**config.mk**
```make
export PLATFORM = sky130hd
export DESIGN_NAME = stream_write_sequencer_flat
export DESIGN_NICKNAME = d
export VERILOG_FILES = /design/src/rtl/lbm_pkg.sv /design/src/rtl/stream_write_sequencer_if.sv /design/src/rtl/lattice_node_counter.sv /design/src/rtl/stream_write_sequencer.sv /design/src/flat_wrapper.sv
export SDC_FILE = /design/constraint.sdc
export NUM_CORES = 1
export LEC_CHECK = 0
export BUFFER_PORTS_ARGS = -buffer_cell sky130_fd_sc_hd__buf_2
export CORE_MARGIN = 2
export CORE_UTILIZATION = 51
export DETAILED_ROUTE_END_ITERATION = 12
export GPL_TIMING_DRIVEN = 0
export PLACE_DENSITY = 0.75
export SLEW_MARGIN = 20
export SYNTH_ARGS = -nofsm -noshare
export SYNTH_HDL_FRONTEND = slang
export SYNTH_HIERARCHICAL = 1
export SYNTH_SLANG_ARGS = --single-unit
```
**constraint.sdc**
```tcl
create_clock -name clk -period 3.32 [get_ports clk]
set_clock_uncertainty 0.05 [all_clocks]
set_input_delay 0.498 -clock clk [delete_from_list [all_inputs] [get_ports clk]]
set_output_delay 0.498 -clock clk [all_outputs]
set_load 0.05 [all_outputs]
```
**src/rtl/lbm_pkg.sv**
```systemverilog
// Shared LBM streaming-stage definitions: lattice geometry, D2Q9 direction table, sequencer states.
package lbm_pkg;

  localparam int unsigned GRID_W        = 16;
  localparam int unsigned GRID_H        = 16;
  localparam int unsigned Q             = 9;
  localparam int unsigned DATA_WIDTH    = 16;
  localparam int unsigned ADDRESS_WIDTH = $clog2(GRID_W * GRID_H) + 1;
  localparam int unsigned NODE_AW       = ADDRESS_WIDTH - 1;
  localparam int unsigned X_W           = $clog2(GRID_W);
  localparam int unsigned Y_W           = $clog2(GRID_H);

  typedef logic [3:0] dir_t;

  // D2Q9 opposite directions: 0<->0, 1<->3, 2<->4, 5<->7, 6<->8
  localparam dir_t OPPOSITE [Q] = '{4'd0, 4'd3, 4'd4, 4'd1, 4'd2, 4'd7, 4'd8, 4'd5, 4'd6};

  typedef enum logic [2:0] {
    IDLE,
    WAIT_IN,
    ISSUE,
    ADVANCE,
    DONE
  } seq_state_t;

endpackage

```
**src/rtl/stream_write_sequencer_if.sv**
```systemverilog
// Node/collision/memory bus between the streaming sequencer and its neighbours.
interface stream_write_sequencer_if;
  import lbm_pkg::*;

  logic [ADDRESS_WIDTH-1:0]   node_x;
  logic [ADDRESS_WIDTH-1:0]   node_y;
  logic [Q*ADDRESS_WIDTH-1:0] addr_in;
  logic                       in_valid;
  logic                       in_ready;
  logic [Q*DATA_WIDTH-1:0]    in_f;
  logic                       mem_we;
  dir_t                       mem_dir;
  logic [NODE_AW-1:0]         mem_addr;
  logic [DATA_WIDTH-1:0]      mem_wdata;
  logic                       mem_ack;

  modport master (
    output node_x, node_y, in_ready, mem_we, mem_dir, mem_addr, mem_wdata,
    input  addr_in, in_valid, in_f, mem_ack
  );

  modport slave (
    input  node_x, node_y, in_ready, mem_we, mem_dir, mem_addr, mem_wdata,
    output addr_in, in_valid, in_f, mem_ack
  );

endinterface

```
**src/rtl/lattice_node_counter.sv**
```systemverilog
// Raster-order (x fastest) lattice node counter with clear, advance and last-node flag.
module lattice_node_counter
  import lbm_pkg::*;
(
  input  logic           clk,
  input  logic           reset,
  input  logic           clear,
  input  logic           advance,
  output logic [X_W-1:0] x,
  output logic [Y_W-1:0] y,
  output logic           last_node_c
);

  logic [X_W-1:0] x_q, x_d;
  logic [Y_W-1:0] y_q, y_d;

  // Next raster position: wrap x at the row end and step y
  always_comb begin
    x_d = x_q;
    y_d = y_q;
    if (clear) begin
      x_d = '0;
      y_d = '0;
    end else if (advance) begin
      if (x_q == X_W'(GRID_W - 1)) begin
        x_d = '0;
        y_d = (y_q == Y_W'(GRID_H - 1)) ? '0 : y_q + Y_W'(1);
      end else begin
        x_d = x_q + X_W'(1);
      end
    end
  end

  // Position registers
  always_ff @(posedge clk) begin
    if (reset) begin
      x_q <= '0;
      y_q <= '0;
    end else begin
      x_q <= x_d;
      y_q <= y_d;
    end
  end

  assign x           = x_q;
  assign y           = y_q;
  assign last_node_c = (x_q == X_W'(GRID_W - 1)) && (y_q == Y_W'(GRID_H - 1));

endmodule

```
**src/rtl/stream_write_sequencer.sv**
```systemverilog
// Frame-level LBM streaming controller: walks nodes in raster order, accepts each node's
// post-collision distributions and serialises the streamed writes onto one memory port.
// Build option BOUNCE_BACK_EN: off-grid directions become writes to the current node in
// the opposite plane instead of being dropped.
module stream_write_sequencer
  import lbm_pkg::*;
(
  input  logic                     clk,
  input  logic                     reset,
  input  logic                     start,
  output logic                     busy,
  output logic                     done,
  stream_write_sequencer_if.master bus
);

  seq_state_t                 state_q, state_d;
  dir_t                       dir_q, dir_d;
  logic [Q*ADDRESS_WIDTH-1:0] addr_q, addr_d;
  logic [Q*DATA_WIDTH-1:0]    f_q, f_d;
  logic                       busy_q, busy_d;
  logic                       done_q, done_d;
  logic                       in_ready_q, in_ready_d;
  logic                       mem_we_q, mem_we_d;
  dir_t                       mem_dir_q, mem_dir_d;
  logic [NODE_AW-1:0]         mem_addr_q, mem_addr_d;
  logic [DATA_WIDTH-1:0]      mem_wdata_q, mem_wdata_d;

  logic                       cnt_clear;
  logic                       cnt_advance;
  logic                       last_node_c;
  logic [X_W-1:0]             x;
  logic [Y_W-1:0]             y;
  logic [ADDRESS_WIDTH-1:0]   addr_sl [Q];
  logic [DATA_WIDTH-1:0]      f_sl [Q];
  logic [ADDRESS_WIDTH-1:0]   tgt;
  logic                       tgt_off;
  logic                       step;
`ifdef BOUNCE_BACK_EN
  logic [NODE_AW-1:0]         node_addr;
`endif

  lattice_node_counter u_node_counter (
    .clk         (clk),
    .reset       (reset),
    .clear       (cnt_clear),
    .advance     (cnt_advance),
    .x           (x),
    .y           (y),
    .last_node_c (last_node_c)
  );

`ifdef BOUNCE_BACK_EN
  assign node_addr = NODE_AW'(32'(y) * GRID_W + 32'(x));
`endif

  // Per-direction slots of the live payload while accepting, of the latched payload otherwise
  always_comb begin
    for (int unsigned d = 0; d < Q; d++) begin
      if (state_q == WAIT_IN) begin
        addr_sl[d] = bus.addr_in[(Q-d)*ADDRESS_WIDTH-1 -: ADDRESS_WIDTH];
        f_sl[d]    = bus.in_f[(Q-d)*DATA_WIDTH-1 -: DATA_WIDTH];
      end else begin
        addr_sl[d] = addr_q[(Q-d)*ADDRESS_WIDTH-1 -: ADDRESS_WIDTH];
        f_sl[d]    = f_q[(Q-d)*DATA_WIDTH-1 -: DATA_WIDTH];
      end
    end
  end

  // Next state plus the registered view of the outputs for that state
  always_comb begin
    state_d     = state_q;
    dir_d       = dir_q;
    addr_d      = addr_q;
    f_d         = f_q;
    cnt_clear   = 1'b0;
    cnt_advance = 1'b0;
    step        = 1'b0;

    unique case (state_q)
      IDLE: begin
        if (start) begin
          cnt_clear = 1'b1;
          state_d   = WAIT_IN;
        end
      end
      WAIT_IN: begin
        if (bus.in_valid) begin
          addr_d  = bus.addr_in;
          f_d     = bus.in_f;
          dir_d   = '0;
          state_d = ISSUE;
        end
      end
      ISSUE: begin
        // A pending write waits for its ack; a skipped direction takes one cycle
        step = mem_we_q ? bus.mem_ack : 1'b1;
        if (step) begin
          if (dir_q == dir_t'(Q - 1)) state_d = ADVANCE;
          else                        dir_d   = dir_q + dir_t'(1);
        end
      end
      ADVANCE: begin
        cnt_advance = 1'b1;
        state_d     = last_node_c ? DONE : WAIT_IN;
      end
      DONE: begin
        state_d = IDLE;
      end
      default: begin
        state_d = IDLE;
      end
    endcase

    busy_d      = (state_d != IDLE);
    done_d      = (state_d == DONE);
    in_ready_d  = (state_d == WAIT_IN);
    tgt         = addr_sl[dir_d];
    tgt_off     = tgt[ADDRESS_WIDTH-1];
    mem_we_d    = 1'b0;
    mem_dir_d   = mem_dir_q;
    mem_addr_d  = mem_addr_q;
    mem_wdata_d = mem_wdata_q;

    if (state_d == ISSUE) begin
`ifdef BOUNCE_BACK_EN
      mem_we_d    = 1'b1;
      mem_dir_d   = tgt_off ? OPPOSITE[dir_d] : dir_d;
      mem_addr_d  = tgt_off ? node_addr : tgt[NODE_AW-1:0];
      mem_wdata_d = f_sl[dir_d];
`else
      if (!tgt_off) begin
        mem_we_d    = 1'b1;
        mem_dir_d   = dir_d;
        mem_addr_d  = tgt[NODE_AW-1:0];
        mem_wdata_d = f_sl[dir_d];
      end
`endif
    end
  end

  // State, payload latches and output registers
  always_ff @(posedge clk) begin
    if (reset) begin
      state_q     <= IDLE;
      dir_q       <= '0;
      addr_q      <= '0;
      f_q         <= '0;
      busy_q      <= 1'b0;
      done_q      <= 1'b0;
      in_ready_q  <= 1'b0;
      mem_we_q    <= 1'b0;
      mem_dir_q   <= '0;
      mem_addr_q  <= '0;
      mem_wdata_q <= '0;
    end else begin
      state_q     <= state_d;
      dir_q       <= dir_d;
      addr_q      <= addr_d;
      f_q         <= f_d;
      busy_q      <= busy_d;
      done_q      <= done_d;
      in_ready_q  <= in_ready_d;
      mem_we_q    <= mem_we_d;
      mem_dir_q   <= mem_dir_d;
      mem_addr_q  <= mem_addr_d;
      mem_wdata_q <= mem_wdata_d;
    end
  end

  assign busy          = busy_q;
  assign done          = done_q;
  assign bus.in_ready  = in_ready_q;
  assign bus.mem_we    = mem_we_q;
  assign bus.mem_dir   = mem_dir_q;
  assign bus.mem_addr  = mem_addr_q;
  assign bus.mem_wdata = mem_wdata_q;
  assign bus.node_x    = ADDRESS_WIDTH'(x);
  assign bus.node_y    = ADDRESS_WIDTH'(y);

endmodule

```
**src/flat_wrapper.sv**
```systemverilog
// flat-port wrapper written by rule: the top's interface ports become plain ports
module stream_write_sequencer_flat import lbm_pkg::*;
  (clk, reset, start, busy, done, bus_node_x, bus_node_y, bus_in_ready, bus_mem_we, bus_mem_dir, bus_mem_addr, bus_mem_wdata, bus_addr_in, bus_in_valid, bus_in_f, bus_mem_ack);
  stream_write_sequencer_if bus_i ();
  input  logic clk;
  input  logic reset;
  input  logic start;
  output logic busy;
  output logic done;
  output wire logic [$bits(bus_i.node_x)-1:0] bus_node_x;
  output wire logic [$bits(bus_i.node_y)-1:0] bus_node_y;
  output wire logic [$bits(bus_i.in_ready)-1:0] bus_in_ready;
  output wire logic [$bits(bus_i.mem_we)-1:0] bus_mem_we;
  output wire logic [$bits(bus_i.mem_dir)-1:0] bus_mem_dir;
  output wire logic [$bits(bus_i.mem_addr)-1:0] bus_mem_addr;
  output wire logic [$bits(bus_i.mem_wdata)-1:0] bus_mem_wdata;
  input wire logic [$bits(bus_i.addr_in)-1:0] bus_addr_in;
  input wire logic [$bits(bus_i.in_valid)-1:0] bus_in_valid;
  input wire logic [$bits(bus_i.in_f)-1:0] bus_in_f;
  input wire logic [$bits(bus_i.mem_ack)-1:0] bus_mem_ack;
  assign bus_node_x = bus_i.node_x;
  assign bus_node_y = bus_i.node_y;
  assign bus_in_ready = bus_i.in_ready;
  assign bus_mem_we = bus_i.mem_we;
  assign bus_mem_dir = bus_i.mem_dir;
  assign bus_mem_addr = bus_i.mem_addr;
  assign bus_mem_wdata = bus_i.mem_wdata;
  assign bus_i.addr_in = bus_addr_in;
  assign bus_i.in_valid = bus_in_valid;
  assign bus_i.in_f = bus_in_f;
  assign bus_i.mem_ack = bus_mem_ack;
  stream_write_sequencer u_core (.clk(clk), .reset(reset), .start(start), .busy(busy), .done(done), .bus(bus_i));
endmodule
```
==> impl_metrics.tcl <==
set metrics [dict create \
    status "complete, but fails checks" \
    violations "setup timing" \
    antenna_found_initial 0 \
    initial_utilization_pct 51.44 \
    cts-htree-levels 1 \
    num_rows 62 \
    r2r-start "u_core/state_q[2]$_SDFF_PP0_" \
    cts_buffer_depth 3 \
    cts-root-buf "clkbuf_16" \
    grt_pass1_wl_um 94430 \
    fill_cells 2523 \
    setup_viol_count_final 5 \
    vias_per_cell 6.402 \
    cp_data_required_time_ns 3.70 \
    setup_tns_ns -0.1150 \
    overflow 0 \
    dr_total_vias 17250 \
    clock_sinks 272 \
    die_h_um 173.7 \
    clk_latency_ns 0.58 \
    ys_seq_elements 272 \
    fmax_mhz 294.9 \
    yosysTopAreaCell "dfxtp_1" \
    synth_area_mm2 0.01468 \
    yosys_warnings 6 \
    final_layout_size_suffix_gt1_share_pct 25.67 \
    rrSetupSlack_ns -0.07 \
    cts_hold_buf 0 \
    p_per_area_mw_per_mm2 453.1 \
    slew_viol_final 0 \
    final_nets 2522 \
    io_buffers 269 \
    post-route-period-util_pct 102.1 \
    crit_arrival_ns 3.77 \
    yosysUniqueCellTypes 71 \
    hold_end "u_core/f_q[39]$_SDFFE_PP0P_" \
    crit_fanout 10 \
    rsz0062_at_grt "true" \
    drt_iter0_markers 2402 \
    io_pins 280 \
    synth_cells 1942 \
    worst_pin_slew_ns 0.8917 \
    synth_top_area_share_pct 37.08 \
    wire_per_inst_um 24.17 \
    peakVddDrop_mv 0.4110 \
    hold_depth 3 \
    drc 0 \
    finalHoldViolCount 0 \
    min_from "bus_in_f[39]" \
    cts_tree "done" \
    routabilityCongestion 1.020 \
    dp_hpwl_um 48010 \
    cts_buffers 30 \
    syn_to_final_growth_pct 28.67 \
    layout_min_cycle_time_ns 3.391 \
    clkTransAtPathRegs_ns 0.06 \
    worstSetupEndpointType "register" \
    die_w_um 173.7 \
    track_usage_pct 40.71 \
    async_reset_ff_share_pct 0 \
    synth-edff-count 0 \
    drv_cap 0 \
    synth-main-ff-cell "dfxtp_1" \
    hold_path.class "in2reg" \
    n_antenna_cell 0 \
    avgSynthCellArea_um2 7.561 \
    slew_headroom_pct 40.56 \
    dieArea_mm2 0.03016 \
    drtAntennaViolNets 0 \
    ff2ff_path_depth 11 \
    setup_ws_ns -0.07134 \
    r2r_end "u_core/bus.mem_wdata[9]$_SDFFE_PP0P_" \
    drt-total-wl_um 65110 \
    cp-start-kind "register" \
    crit_type "reg2reg" \
    p_leak_uw 0.007176 \
    dp_slack_ns -1.734 \
    synth_area_leaders "dfxtp_1 (37%), nand2_1 (14%), a21oi_1 (10%)" \
    grt_pass1_vias 15660 \
    ys_seq_area_share_pct 37.08 \
    core_mm2 0.02855 \
    firstDrtPassIters 8 \
    grt_max_degree 16 \
]
[placed cells by master, fill, tap and decap left out, drive strengths merged, types with 7 or more instances in the layout]
cell / count
clkbuf: 192
dfxtp: 272
and3: 10
a21oi: 293
o21ai: 30
a221o: 18
buf: 362
nand3: 21
o31ai: 55
nand4: 40
nor4: 18
conb: 10
mux2i: 104
nor2b: 7
inv: 29
nand2: 538
o211ai: 78
mux2: 13
nor2: 24
nor3: 22
o2111ai: 10
a211oi: 57
o32ai: 23
o22ai: 20
[through the flow]
| step | instances | instance area, um2 | utilization [%] | total power, uW | hold slack [ns] |
|---|---|---|---|---|---|
| 5_1_grt | 2694 | 18890 | 66.19 | 8779 | 0.1198 |
| 3_3_place_gp | 2604 | 16540 | 57.95 | 5022 | 0.3896 |
| 2_1_floorplan | 1951 | 14720 | - | 4435 | 0.3813 |
| 3_5_place_dp | 2604 | 16550 | 57.98 | 5042 | 0.3961 |
| 4_1_cts | 2678 | 18400 | 64.46 | 8407 | 0.1138 |
| 6_report | 2694 | 18890 | 66.19 | 8561 | 0.1157 |
[power breakdown]
part           internal [uW]  leakage, uW  switching, uW
sequential              3400      0.00221           82.6
clock                   1900     0.000478           1410
combinational            601      0.00449           1160
[routing by layer]
layer | global-route usage, % | vias up | routed length, um
met1 | 53.17 | 8001 | 24530
met4 | 22.65 | 0 | 4734
met3 | 8.443 | 292 | 7874
met2 | 62.93 | 1315 | 27970
li1 | - | 7638 | -
met5 | 0 | - | 0
[cell usage after synthesis, drive strengths merged, types with 3 or more instances]
library cell,n
nor2,24
buf,55
nand2b,4
dfxtp,272
nand3,21
mux2,13
nor4,18
a311oi,4
nand2,538
o2111ai,10
a221oi,3
ha,4
and3,10
a31oi,4
inv,30
mux2i,104
or3,3
o22ai,20
a21oi,293
a211oi,57
nand4,40
nor2b,7
o31ai,55
o21ai,30
o32ai,23
a221o,18
o211ai,78
clkbuf,144
nor3,22
[worst max-delay path: stages, from the launching register on]
cell       delay (ns)
dfxtp_4          0.39
nand4bb_1        0.23
clkbuf_2         0.37
o211ai_4         0.20
buf_4            0.19
a221oi_4         0.42
buf_2            0.34
nand3_1          0.22
o2111ai_1        0.20
o32ai_1          0.14
a211oi_1         0.41
a211oi_2         0.08
[how the worst max path moves through the flow]
stage	from	to	slack, ns
final	u_core/state_q[2]$_SDFF_PP0_	u_core/bus.mem_wdata[9]$_SDFFE_PP0P_	-0.07
after global routing	u_core/dir_q[0]$_SDFF_PP0_	u_core/bus.mem_dir[1]$_SDFFE_PP0P_	-0.1
after CTS	u_core/dir_q[0]$_SDFF_PP0_	u_core/bus.mem_wdata[6]$_SDFFE_PP0P_	-0.005
after detailed placement	u_core/dir_q[0]$_SDFF_PP0_	u_core/bus.mem_wdata[7]$_SDFFE_PP0P_	-1.73
after global placement	u_core/dir_q[0]$_SDFF_PP0_	u_core/bus.mem_wdata[7]$_SDFFE_PP0P_	-1.70
after floorplan	u_core/bus.mem_we$_SDFF_PP0_	u_core/bus.mem_dir[0]$_SDFFE_PP0P_	0.10
[registers in the layout (all words and copies together), names as in the netlist, 3 cells and up]
signal	count
u_core/f_q	144
u_core/addr_q	81
u_core/bus.mem_wdata	16
u_core/bus.mem_addr	8
u_core/bus.mem_dir	4
u_core/dir_q	4
u_core/u_node_counter/x	4
u_core/u_node_counter/y	4
u_core/state_q	3
[layout make-up]
cell class	instances	area, um2	area share [%]
multi-input combinational	1450	9154	48.45
sequential	272	5461	28.91
timing repair buffer	308	1715	9.079
buffer	196	999.7	5.291
clock buffer	50	935.9	4.953
tap	384	480.5	2.543
inverter	30	116.4	0.6159
clock inverter	4	31.28	0.1656
[timing repair]
item	4_1_cts	5_1_grt
buffers inserted	22	15
setup endpoints to repair	180	159
resized for setup	165	102
pin swaps	17	32
cloned	0	2
[cell families after synthesis]
kind of cell    share of synthesized area (%)
compound gates                          27.17
xor+xnor                               0.1790
fa+ha+maj                              0.3408
buf+inv                                 6.467
flops                                   37.08
mux                                     8.086
other cells                           0.02554
simple gates                            20.65
No activity file was read; power rests on OpenSTA's default activity.
